[src/rtl/multi_cycle_ctrl_pkg.sv]
// multi_cycle_ctrl_pkg: shared state, instruction-class, opcode/funct, ALU and PC-select encodings
package multi_cycle_ctrl_pkg;
  typedef enum logic [2:0] {FETCH, DECODE, EXEC, MEM, WB} state_t;
  typedef enum logic [3:0] {C_RALU, C_IALU, C_LW, C_SW, C_BEQ, C_J, C_JAL, C_JR, C_ILL} iclass_t;
  localparam logic [5:0] OP_R     = 6'b000000;
  localparam logic [5:0] OP_J     = 6'b000010;
  localparam logic [5:0] OP_JAL   = 6'b000011;
  localparam logic [5:0] OP_BEQ   = 6'b000100;
  localparam logic [5:0] OP_ADDI  = 6'b001000;
  localparam logic [5:0] OP_ADDIU = 6'b001001;
  localparam logic [5:0] OP_ORI   = 6'b001101;
  localparam logic [5:0] OP_LUI   = 6'b001111;
  localparam logic [5:0] OP_LW    = 6'b100011;
  localparam logic [5:0] OP_SW    = 6'b101011;
  localparam logic [5:0] FN_JR    = 6'b001000;
  localparam logic [5:0] FN_ADDU  = 6'b100001;
  localparam logic [5:0] FN_SUBU  = 6'b100011;
  localparam logic [5:0] FN_SLT   = 6'b101010;
  localparam logic [2:0] ALU_ADDU = 3'b000;
  localparam logic [2:0] ALU_SUBU = 3'b001;
  localparam logic [2:0] ALU_OR   = 3'b010;
  localparam logic [2:0] ALU_SLT  = 3'b011;
  localparam logic [2:0] ALU_ADDV = 3'b100;
  localparam logic [2:0] ALU_LUI  = 3'b101;
  localparam logic [1:0] PC_4     = 2'b00;
  localparam logic [1:0] PC_BR    = 2'b01;
  localparam logic [1:0] PC_JMP   = 2'b10;
  localparam logic [1:0] PC_RS    = 2'b11;
endpackage

[src/rtl/mips_decode.sv]
// mips_decode: maps an instruction word to its class and EXEC-phase ALU controls
module mips_decode import multi_cycle_ctrl_pkg::*; (
  input  logic [31:0] order,
  output iclass_t     iclass,
  output logic [2:0]  sel_alu,
  output logic        imm,
  output logic        ext,
  output logic        lui,
  output logic        addi
);
  logic [5:0] op, fn;
  assign op = order[31:26];
  assign fn = order[5:0];
  always_comb begin
    iclass  = C_ILL;
    sel_alu = ALU_ADDU;
    imm     = 1'b0;
    ext     = 1'b0;
    lui     = 1'b0;
    addi    = 1'b0;
    case (op)
      OP_R: case (fn)
        FN_ADDU: iclass = C_RALU;
        FN_SUBU: begin iclass = C_RALU; sel_alu = ALU_SUBU; end
        FN_SLT:  begin iclass = C_RALU; sel_alu = ALU_SLT; end
        FN_JR:   iclass = C_JR;
        default: iclass = C_ILL;
      endcase
      OP_ADDI:  begin iclass = C_IALU; sel_alu = ALU_ADDV; imm = 1'b1; addi = 1'b1; end
      OP_ADDIU: begin iclass = C_IALU; imm = 1'b1; end
      OP_ORI:   begin iclass = C_IALU; sel_alu = ALU_OR; imm = 1'b1; end
      OP_LUI:   begin iclass = C_IALU; sel_alu = ALU_LUI; imm = 1'b1; lui = 1'b1; end
      OP_LW:    begin iclass = C_LW; imm = 1'b1; ext = 1'b1; end
      OP_SW:    begin iclass = C_SW; imm = 1'b1; ext = 1'b1; end
      OP_BEQ:   begin iclass = C_BEQ; sel_alu = ALU_SUBU; end
      OP_J:     iclass = C_J;
      OP_JAL:   iclass = C_JAL;
      default:  iclass = C_ILL;
    endcase
  end
endmodule

[src/rtl/multi_cycle_ctrl.sv]
// multi_cycle_ctrl: five-state multi-cycle MIPS control FSM with retired-instruction counter
module multi_cycle_ctrl import multi_cycle_ctrl_pkg::*; #(
  parameter int CNT_W = 32
) (
  input  logic             clk,
  input  logic             rst,
  input  logic [31:0]      order,
  input  logic             zero,
  input  logic             ovf,
  input  logic             mem_ready,
  output logic             mem_req,
  output logic             pc_write,
  output logic             ir_write,
  output logic [1:0]       pc_src,
  output logic [2:0]       sel_ALU,
  output logic             rd,
  output logic             imm_to_ALU,
  output logic             Extop,
  output logic             lui,
  output logic             jal,
  output logic             GPR_write,
  output logic             RAM_write,
  output logic             RAM_to_GPR,
  output logic             illegal,
  output logic [CNT_W-1:0] retired
);
  state_t           state_q, state_d;
  logic [CNT_W-1:0] retired_q, retired_d;
  iclass_t          iclass;
  logic [2:0]       dec_alu;
  logic             dec_imm, dec_ext, dec_lui, dec_addi;
  mips_decode u_dec (
    .order   (order),
    .iclass  (iclass),
    .sel_alu (dec_alu),
    .imm     (dec_imm),
    .ext     (dec_ext),
    .lui     (dec_lui),
    .addi    (dec_addi)
  );
  always_ff @(posedge clk) begin
    state_q   <= rst ? FETCH : state_d;
    retired_q <= rst ? '0 : retired_d;
  end
  always_comb begin
    state_d = state_q;
    case (state_q)
      FETCH:   state_d = mem_ready ? DECODE : FETCH;
      DECODE:  state_d = iclass == C_ILL ? FETCH : EXEC;
      EXEC:    state_d = iclass inside {C_RALU, C_IALU} ? WB : iclass inside {C_LW, C_SW} ? MEM : FETCH;
      MEM:     state_d = !mem_ready ? MEM : iclass == C_LW ? WB : FETCH;
      WB:      state_d = FETCH;
      default: state_d = FETCH;
    endcase
  end
  assign retired_d = retired_q + CNT_W'(state_q inside {EXEC, MEM, WB} && state_d == FETCH);
  assign retired   = rst ? '0 : retired_q;
  always_comb begin
    mem_req    = 1'b0;
    pc_write   = 1'b0;
    ir_write   = 1'b0;
    pc_src     = PC_4;
    sel_ALU    = ALU_ADDU;
    rd         = 1'b0;
    imm_to_ALU = 1'b0;
    Extop      = 1'b0;
    lui        = 1'b0;
    jal        = 1'b0;
    GPR_write  = 1'b0;
    RAM_write  = 1'b0;
    RAM_to_GPR = 1'b0;
    illegal    = 1'b0;
    if (!rst) case (state_q)
      FETCH: begin
        mem_req  = 1'b1;
        pc_write = mem_ready;
        ir_write = mem_ready;
      end
      DECODE: illegal = iclass == C_ILL;
      EXEC: begin
        sel_ALU    = dec_alu;
        imm_to_ALU = dec_imm;
        Extop      = dec_ext;
        lui        = dec_lui;
        pc_write   = (iclass == C_BEQ && zero) || iclass inside {C_J, C_JAL, C_JR};
        pc_src     = iclass == C_BEQ ? (zero ? PC_BR : PC_4) :
                     iclass == C_JR ? PC_RS : iclass inside {C_J, C_JAL} ? PC_JMP : PC_4;
        jal        = iclass == C_JAL;
        GPR_write  = iclass == C_JAL;
      end
      MEM: begin
        mem_req   = 1'b1;
        RAM_write = iclass == C_SW;
      end
      WB: begin
        rd         = iclass == C_RALU;
        RAM_to_GPR = iclass == C_LW;
        GPR_write  = !(dec_addi && ovf);
      end
      default: mem_req = 1'b0;
    endcase
  end
endmodule

[config.mk]
export PLATFORM = sky130hd
export DESIGN_NAME = multi_cycle_ctrl
export DESIGN_NICKNAME = d
export VERILOG_FILES = /design/src/rtl/multi_cycle_ctrl_pkg.sv /design/src/rtl/mips_decode.sv /design/src/rtl/multi_cycle_ctrl.sv
export SDC_FILE = /design/constraint.sdc
export NUM_CORES = 1
export LEC_CHECK = 0
export ABC_AREA = 1
export BUFFER_PORTS_ARGS = -buffer_cell sky130_fd_sc_hd__buf_2
export CORE_MARGIN = 2
export CORE_UTILIZATION = 52
export DETAILED_ROUTE_END_ITERATION = 10
export PLACE_DENSITY = 0.88
export SYNTH_ARGS = -nofsm -noshare
export SYNTH_HDL_FRONTEND = slang
export SYNTH_HIERARCHICAL = 1
export SYNTH_SLANG_ARGS = --single-unit
[constraint.sdc]
create_clock -name clk -period 3.8 [get_ports clk]
set_input_delay 0.95 -clock clk [delete_from_list [all_inputs] [get_ports clk]]
set_output_delay 0.95 -clock clk [all_outputs]
set_load 0.03 [all_outputs]
### After elaboration in Yosys (flattened, before gate mapping)

Cells that the tools add are included.

* flip-flop bits (word level): 35
* input port bits: 37

* add/subtract/negate cells: 1
* eq/ne operators: 25
* multiplexer cells: 48
* reductions and logical operators: 19

Operators with widths (count)
* $add 32x1->32: 1
* $mux 32: 1
* $eq 6x4->1 const B: 5
* $eq 6x6->1 const B: 5
* $mux 1: 28
* $pmux 4 s7: 1
* $eq 4x3->1 const B: 4
* $mux 3: 5
* $pmux 3 s5: 1
* $mux 2: 7
* $eq 6x2->1 const B: 2
* $pmux 3 s4: 1
* $eq 4x2->1 const B: 2
* $pmux 4 s2: 1
* $eq 3x2->1 const B: 2
* $eq 6x3->1 const B: 1
* $logic_not 3->1: 2
* $logic_not 6->1: 1
* $reduce_bool 2->1: 3
* $reduce_bool 3->1: 2
* $reduce_or 6->1: 1
* $eq 4x1->1 const B: 1
* $eq 4x4->1 const B: 1
* $logic_not 4->1: 1
* other kinds (10): 14

### Logic depth before layout (Yosys ltp)

Gate-level depths: netlist of run 1.

* word-level depth: 12
* mapped depth: 22
* gate-level depth less buffers: 22

### By module

Netlist of run 1, hierarchy kept.

Modules (own cells, without submodules)
* multi_cycle_ctrl: times used 1, cells an instance 403, area an instance 2377.3 sq um, seq. area each 700.7 sq um
* mips_decode: times used 1, cells an instance 65, area an instance 305.3 sq um, seq. area each 0.0 sq um

### Least setup slack after synthesis of run 1

Ideal clock, no wire load.

* path type: input to output
* start: in order[31]
* end: out RAM_write
* arrival: 2.679 ns
* required time: 2.850 ns
* slack: 0.171 ns
* stages: 9
* buffers on the path: 0
* cell sequence: nor2_4 -> inv_2 -> nor2_2 -> nor2_2 -> nand2_1 -> nand2_1 -> nor2_1 -> inv_1 -> nor4_1

* longest elaborated chain between the ends: 6
* elaborated cells between the ends (all ways): 15
* classes of those cells: 10 x eq/ne; 3 x mux; 2 x reduce/logical

RTL lines
* start: declaration: RTL line multi_cycle_ctrl.sv:7 `input logic [31:0] order,`
* $eq 6x4->1: RTL line mips_decode.sv:21 `case (op)`
* $reduce_or 4->1 (no line)
* $pmux 4 s7 (*): RTL line mips_decode.sv:21
* via iclass[3]: RTL line multi_cycle_ctrl.sv:29 `iclass_t iclass;`
* $eq 4x2->1 (*): RTL line multi_cycle_ctrl.sv:93 `RAM_write = iclass == C_SW;`
* $mux 1 (*) (2 in a row): RTL line multi_cycle_ctrl.sv:73 `if (!rst) case (state_q)`
* end: declaration: RTL line multi_cycle_ctrl.sv:22 `output logic RAM_write,`

The timed path passes the listed nets; every way through them passes the cells marked *.

### Worst setup path after layout of run 1

* start: in order[29]
* end: out pc_write

* longest elaborated chain between the ends: 8
* elaborated cells between the ends (all ways): 21
* classes of those cells: 13 x eq/ne; 3 x mux; 5 x reduce/logical

RTL lines
* $eq 6x4->1: RTL line mips_decode.sv:21
* $reduce_or 4->1 (no line)
* $pmux 4 s7 (*): RTL line mips_decode.sv:21
* via iclass[0]: RTL line multi_cycle_ctrl.sv:29
* $eq 4x3->1: RTL line multi_cycle_ctrl.sv:85 `pc_write = (iclass == C_BEQ && zero) || iclass inside {C_J, C_JAL, C_JR};`
* $reduce_bool 3->1 or $logic_and 1x1->1 (tied branches): RTL line multi_cycle_ctrl.sv:85
* $logic_or 1x1->1 (*): RTL line multi_cycle_ctrl.sv:85
* $pmux 1 s2 (*): RTL line multi_cycle_ctrl.sv:73
* $mux 1 (*): RTL line multi_cycle_ctrl.sv:73
* end: declaration: RTL line multi_cycle_ctrl.sv:12 `output logic pc_write,`

Marks and branches as above.

==> metrics, run 1 <==
Setup TNS Final=0 ns; Clock transition at path regs=0.07 ns; Top Ports=86; Post-CTS Setup Inserts=0; initial antenna violation count=0; Util after Layout=63.0%; Yosys reg bits=35; CORE AREA=approximately 5000 um2; die extent in x=75.8 um; Die ar.=5750 um2; post-synthesis cell count=468; Final Non-Filler Cells=605; dpl cells=between 500 and 600; Synth cell types=28; Seq/Total Area, Yosys=between 20% and 30%; peak supply drop=191 uV; worst slew pin tran=0.461 ns; worst relative slew slack=69.2%; Worst Hold Class=reg -> reg; vias in the first global route=2580; CTS max path bufs=2; CP delay by family, top=simple AND/OR/NAND/NOR gates; crit path max-delay cell type=nor2_1; port bufs=65; post-synth net total=507; final hold violation count=0; first-pass GRT wire length=10600 um; Wirelength per Cell=10.6 um; drt total wl=6380 um; setup violators final=0; H-tree depth=2; P per Cell Area=about 230 nW/um2; post-CTS sizing=0; pin count of the biggest net entering global routing=30; Avg Cell Area, Syn=5.73 um2; min cycle time layout=3.45 ns; Area growth, synth to finish=18.4%; post-route clock period utilization=90.9%; Clock Sinks=35; Mapped Area=2680 um2; critical path buffer and inverter count=4; DR iter-0 viols=194; GR Overflow Total=0; Total Routing Usage GR=23.4%; Vias=3010; worst-skew pair later-pin latency=approximately 0.30 ns; f_max=290 MHz; RSZ-0062 raised after global routing=no; Chip Height=75.8 um; num rows=26; slowest cell delay on critical path=0.23 ns; drt via density=4.98; CP dominant cell by count=nor2_1; Routed Antenna Nets=0; layout cell share with drive strength beyond 1=20.2%; worst-path cell chain=buf_2, inv_1, nor2_1, nand3_1, nand2_2, nor2_2, nand3b_1, nor2_1, inv_1, o21ai_0, nor2_1, nor2_1, nor2_1, buf_2; status=finished clean; CTS tree=yes; Post-DP HPWL=5050 um; Final GP Congestion=0.944; MaxCap Viol Count=0; n_diodes=0; Slew Limit Fails=0; CTS Buf Count=5; Worst Path Required=2.85 ns; Yosys warning count=6; worst-path fanout max=4; Final nets=between 500 and 600; Worst EP arrival=2.50 ns; root buf cell=clkbuf_8; Post-route DRC=0; critical path type=in -> out; Initial Util=53.2%; Worst setup EP type=output pin; DR pass1 iterations=5; Hold Buf Count CTS=0; clk_skew=approximately 0.011 ns; type of origin of the critical path=input port; Pleak=1.45 nW
[path summary, 6_finish.rpt]
kind	startpoint	endpoint	slack, ns	cells after the start
max reg2reg	state_q[2]$_SDFF_PP0_	retired_q[12]$_SDFF_PP0_	1.37	14
min reg2reg	retired_q[31]$_SDFF_PP0_	retired_q[31]$_SDFF_PP0_	0.47	2
max	order[29]	pc_write	0.35	14
min	retired_q[31]$_SDFF_PP0_	retired_q[31]$_SDFF_PP0_	0.47	2
[per-layer routing]
layer	global-route usage [%]	share of wire [%]	routed length, um	vias up
met5	0	0	0	-
met4	6.24	1.5	93	0
met3	5.29	6.9	439	14
met2	39.8	46	2960	109
met1	29.8	45	2890	1301
li1	-	-	-	1586
[kinds of logic (layout without fill, tap and decap cells)]
logic type | after synthesis | in the layout | synth area share [%]
flops | 35 | 35 | 26.1
simple gates | 298 | 298 | 51.3
compound gates | 49 | 49 | 9.70
buf+inv | 84 | 151 | 11.9
fa+ha+maj | 2 | 2 | 0.933
[report_power, final]
group	leakage, nW	switching [W]	internal (W)
clock network	0.0515	0.000137	0.000165
logic	1.12	0.0000504	0.0000226
registers	0.282	0.00000153	0.000368
total	1.45	0.000188	0.000556
[layout make-up]
class / instances / area, um2
flip-flops and latches: 35 / 701
well taps: 70 / 87.6
inverters: 76 / 285
fillers: 480 / 1870
multi-input cells: 349 / 1660
repair buffers: 67 / 340
clock buffers: 8 / 100
[metrics by stage]
step	cell area [um2]	total power (W)	hold WS (ns)	setup WS, ns
floorplan	2680	0.000427	0.447	0.171
global placement	3080	0.000448	0.454	0.196
detailed placement	3080	0.000450	0.461	0.148
CTS	3180	0.000747	0.476	0.361
global route	3180	0.000772	0.497	0.0968
finish	3180	0.000744	0.474	0.347
[Yosys cell counts]
cell type,n,area share (%)
inv_1,69,9.7
nor2_4,3,1.3
ha_1,2,0.93
nor4_1,1,0.23
nand4_1,8,1.9
nor3_1,4,0.75
nor2_2,8,1.9
nand3_4,1,0.65
o21ai_0,14,2.6
nand2_4,1,0.42
nand2_2,6,1.4
a21oi_2,2,0.65
clkbuf_1,4,0.56
nand2b_2,1,0.33
buf_2,4,0.75
clkinv_1,3,0.42
inv_2,4,0.56
nand3_2,3,1.1
nand3b_1,3,0.84
o21a_1,3,0.84
nor2_1,118,17
nand3_1,28,5.2
a21oi_1,29,5.4
nand2_8,1,0.75
dfxtp_1,35,26
nand2_1,108,15
nor2_8,4,3.0
o21ai_1,1,0.19
[cells in the final DEF, fill, tap and decap left out, drive strengths merged]
| cell type | instances |
|---|---|
| clkbuf | 8 |
| nor3 | 4 |
| o21a | 3 |
| a21oi | 31 |
| ha | 2 |
| nand3 | 32 |
| clkinv | 3 |
| nand2 | 116 |
| nand2b | 1 |
| inv | 73 |
| nand4 | 8 |
| o21ai | 15 |
| dfxtp | 35 |
| buf | 67 |
| nand3b | 3 |
| nor4 | 1 |
| nor2 | 133 |
[worst min-delay path, delay by kind of cell, from the launching register on]
family          cells  cell delay [ns]
simple gates        1             0.07
compound gates      1             0.04
flops               1             0.32
[state kept, by name, summed over array words and instances, names as in the netlist]
signal,flops
retired_q,32
state_q,3
Note: power is estimated with default switching activity, not from simulation.
==> run 2: changes to the inputs <==
- CORE_UTILIZATION: 52 -> 53
- CTS_BUF_LIST: unset -> sky130_fd_sc_hd__clkbuf_8
- PLACE_DENSITY: 0.88 -> 0.9
==> metrics, run 2 (synthesis results as in run 1) <==
Pleak=about 1.4 nW; min cycle time layout=3.49 ns; CORE AREA=4820 um2; Final GP Congestion=0.914; H-tree depth=2; Total Routing Usage GR=23.8%; biggest regs=retired_q (32), state_q (3); Worst Path Required=2.85 ns; DR pass1 iterations=5; pin count of the biggest net entering global routing=42; most frequent cells in the layout=nor2_1, nand2_1, inv_1; Final nets=572; worst-skew pair later-pin latency=0.29 ns; root buf cell=clkbuf_8; num rows=25; Worst setup EP type=output pin; Initial Util=55.7%; Slew Limit Fails=0; clk_skew=0.00496 ns; Wirelength per Cell=about 10 um; CTS tree=yes; WHS=0.474 ns; Fillers=between 400 and 500; Top Ports=86; GR Overflow Total=0; Worst Hold Class=reg -> reg; drt total wl=6310 um; commonest non-fill, non-tap cell in the layout=nor2_1; Die ar.=5650 um2; Most flops, register=retired_q; CTS max path bufs=2; peak supply drop=about 220 uV; Post-route DRC=0; setup violators final=0; initial antenna violation count=0; final hold violation count=0; worst-path fanout max=4; worst slew pin tran=between 0.4 and 0.5 ns; first-pass GRT wire length=10600 um; Total Power=around 0.00074 W; Area growth, synth to finish=18.0%; worst relative slew slack=67.4%; type of origin of the critical path=input port; DR iter-0 viols=180; P per Cell Area=233 nW/um2; Routed Antenna Nets=0; Clock transition at path regs=0.07 ns; f_max=286 MHz; post-CTS sizing=0; Hold Buf Count CTS=0; status=finished clean; RSZ-0062 raised after global routing=no; post-route clock period utilization=91.9%; port bufs=65; drt via density=5.03; Chip Height=between 70 and 80 um; CTS Buf Count=5; n_diodes=0; die extent in x=roughly 75 um; Clock Sinks=35; Setup TNS Final=0 ns; critical path type=in -> out; Post-CTS Setup Inserts=0; Worst EP arrival=2.54 ns; Post-DP HPWL=5110 um; vias in the first global route=2657; Vias=approximately 3000; MaxCap Viol Count=0; layout cell share with drive strength beyond 1=20.0%; Largest register FFs=32
==> run 2: cell types whose count changed in the layout (fill, tap and decap cells not counted), sizes merged <==
cell / before / now
inv: 73 / 74
clkbuf: 8 / 7
buf: 67 / 66
==> run 2: worst max-delay path: stages <==
cell and delay [ns]:
buf_2 0.12, inv_1 0.09, nor2_1 0.06, nand3_1 0.11, nand2_2 0.08, nor2_2 0.12, nand3b_1 0.15, nor2_1 0.25
inv_1 0.08, o21ai_0 0.16, nor2_1 0.06, nor2_1 0.08, nor2_1 0.04, buf_2 0.18
==> run 2: layout make-up <==
class,count,area [um2],share of cell area [%]
clock buffer,7,96.3,3.04
clock inverter,1,3.75,0.119
inverter,76,285,9.02
multi-input combinational,349,1660,52.5
sequential,35,701,22.1
tap,67,83.8,2.65
timing repair buffer,66,333,10.5
==> run 2: final timing paths <==
kind | slack, ns | start | end | depth (start not counted)
min reg2reg | 0.47 | retired_q[31]$_SDFF_PP0_ | retired_q[31]$_SDFF_PP0_ | 2
min | 0.47 | retired_q[31]$_SDFF_PP0_ | retired_q[31]$_SDFF_PP0_ | 2
max | 0.31 | order[29] | pc_write | 14
max reg2reg | 1.38 | state_q[2]$_SDFF_PP0_ | retired_q[22]$_SDFF_PP0_ | 15
==> run 2: metrics by stage <==
stage               std cells  cell area, um2  utilization (%)  setup WS (ns)
floorplan                 468            2680                -          0.171
global placement          593            3060             63.6          0.185
detailed placement        593            3060             63.6          0.142
CTS                       601            3160             65.7          0.322
global route              601            3160             65.7         0.0945
finish                    601            3160             65.7          0.309
==> run 2: per-layer routing <==
metal | wire (um) | vias to the layer above | global-route usage [%] | share of wire, %
met5 | 0 | - | 0 | 0
met4 | 74 | 0 | 8.38 | 1.2
met3 | 349 | 9 | 4.28 | 5.5
met2 | 3040 | 92 | 41.4 | 48
met1 | 2850 | 1342 | 29.6 | 45
li1 | - | 1579 | - | -
==> run 2: power breakdown <==
group          internal, W  total [W]  switching (W)  leakage [nW]
Sequential        0.000368   0.000369     0.00000144         0.282
Clock             0.000163   0.000296       0.000133        0.0557
Combinational    0.0000219  0.0000731      0.0000512          1.11
Total             0.000553   0.000738       0.000186          1.45
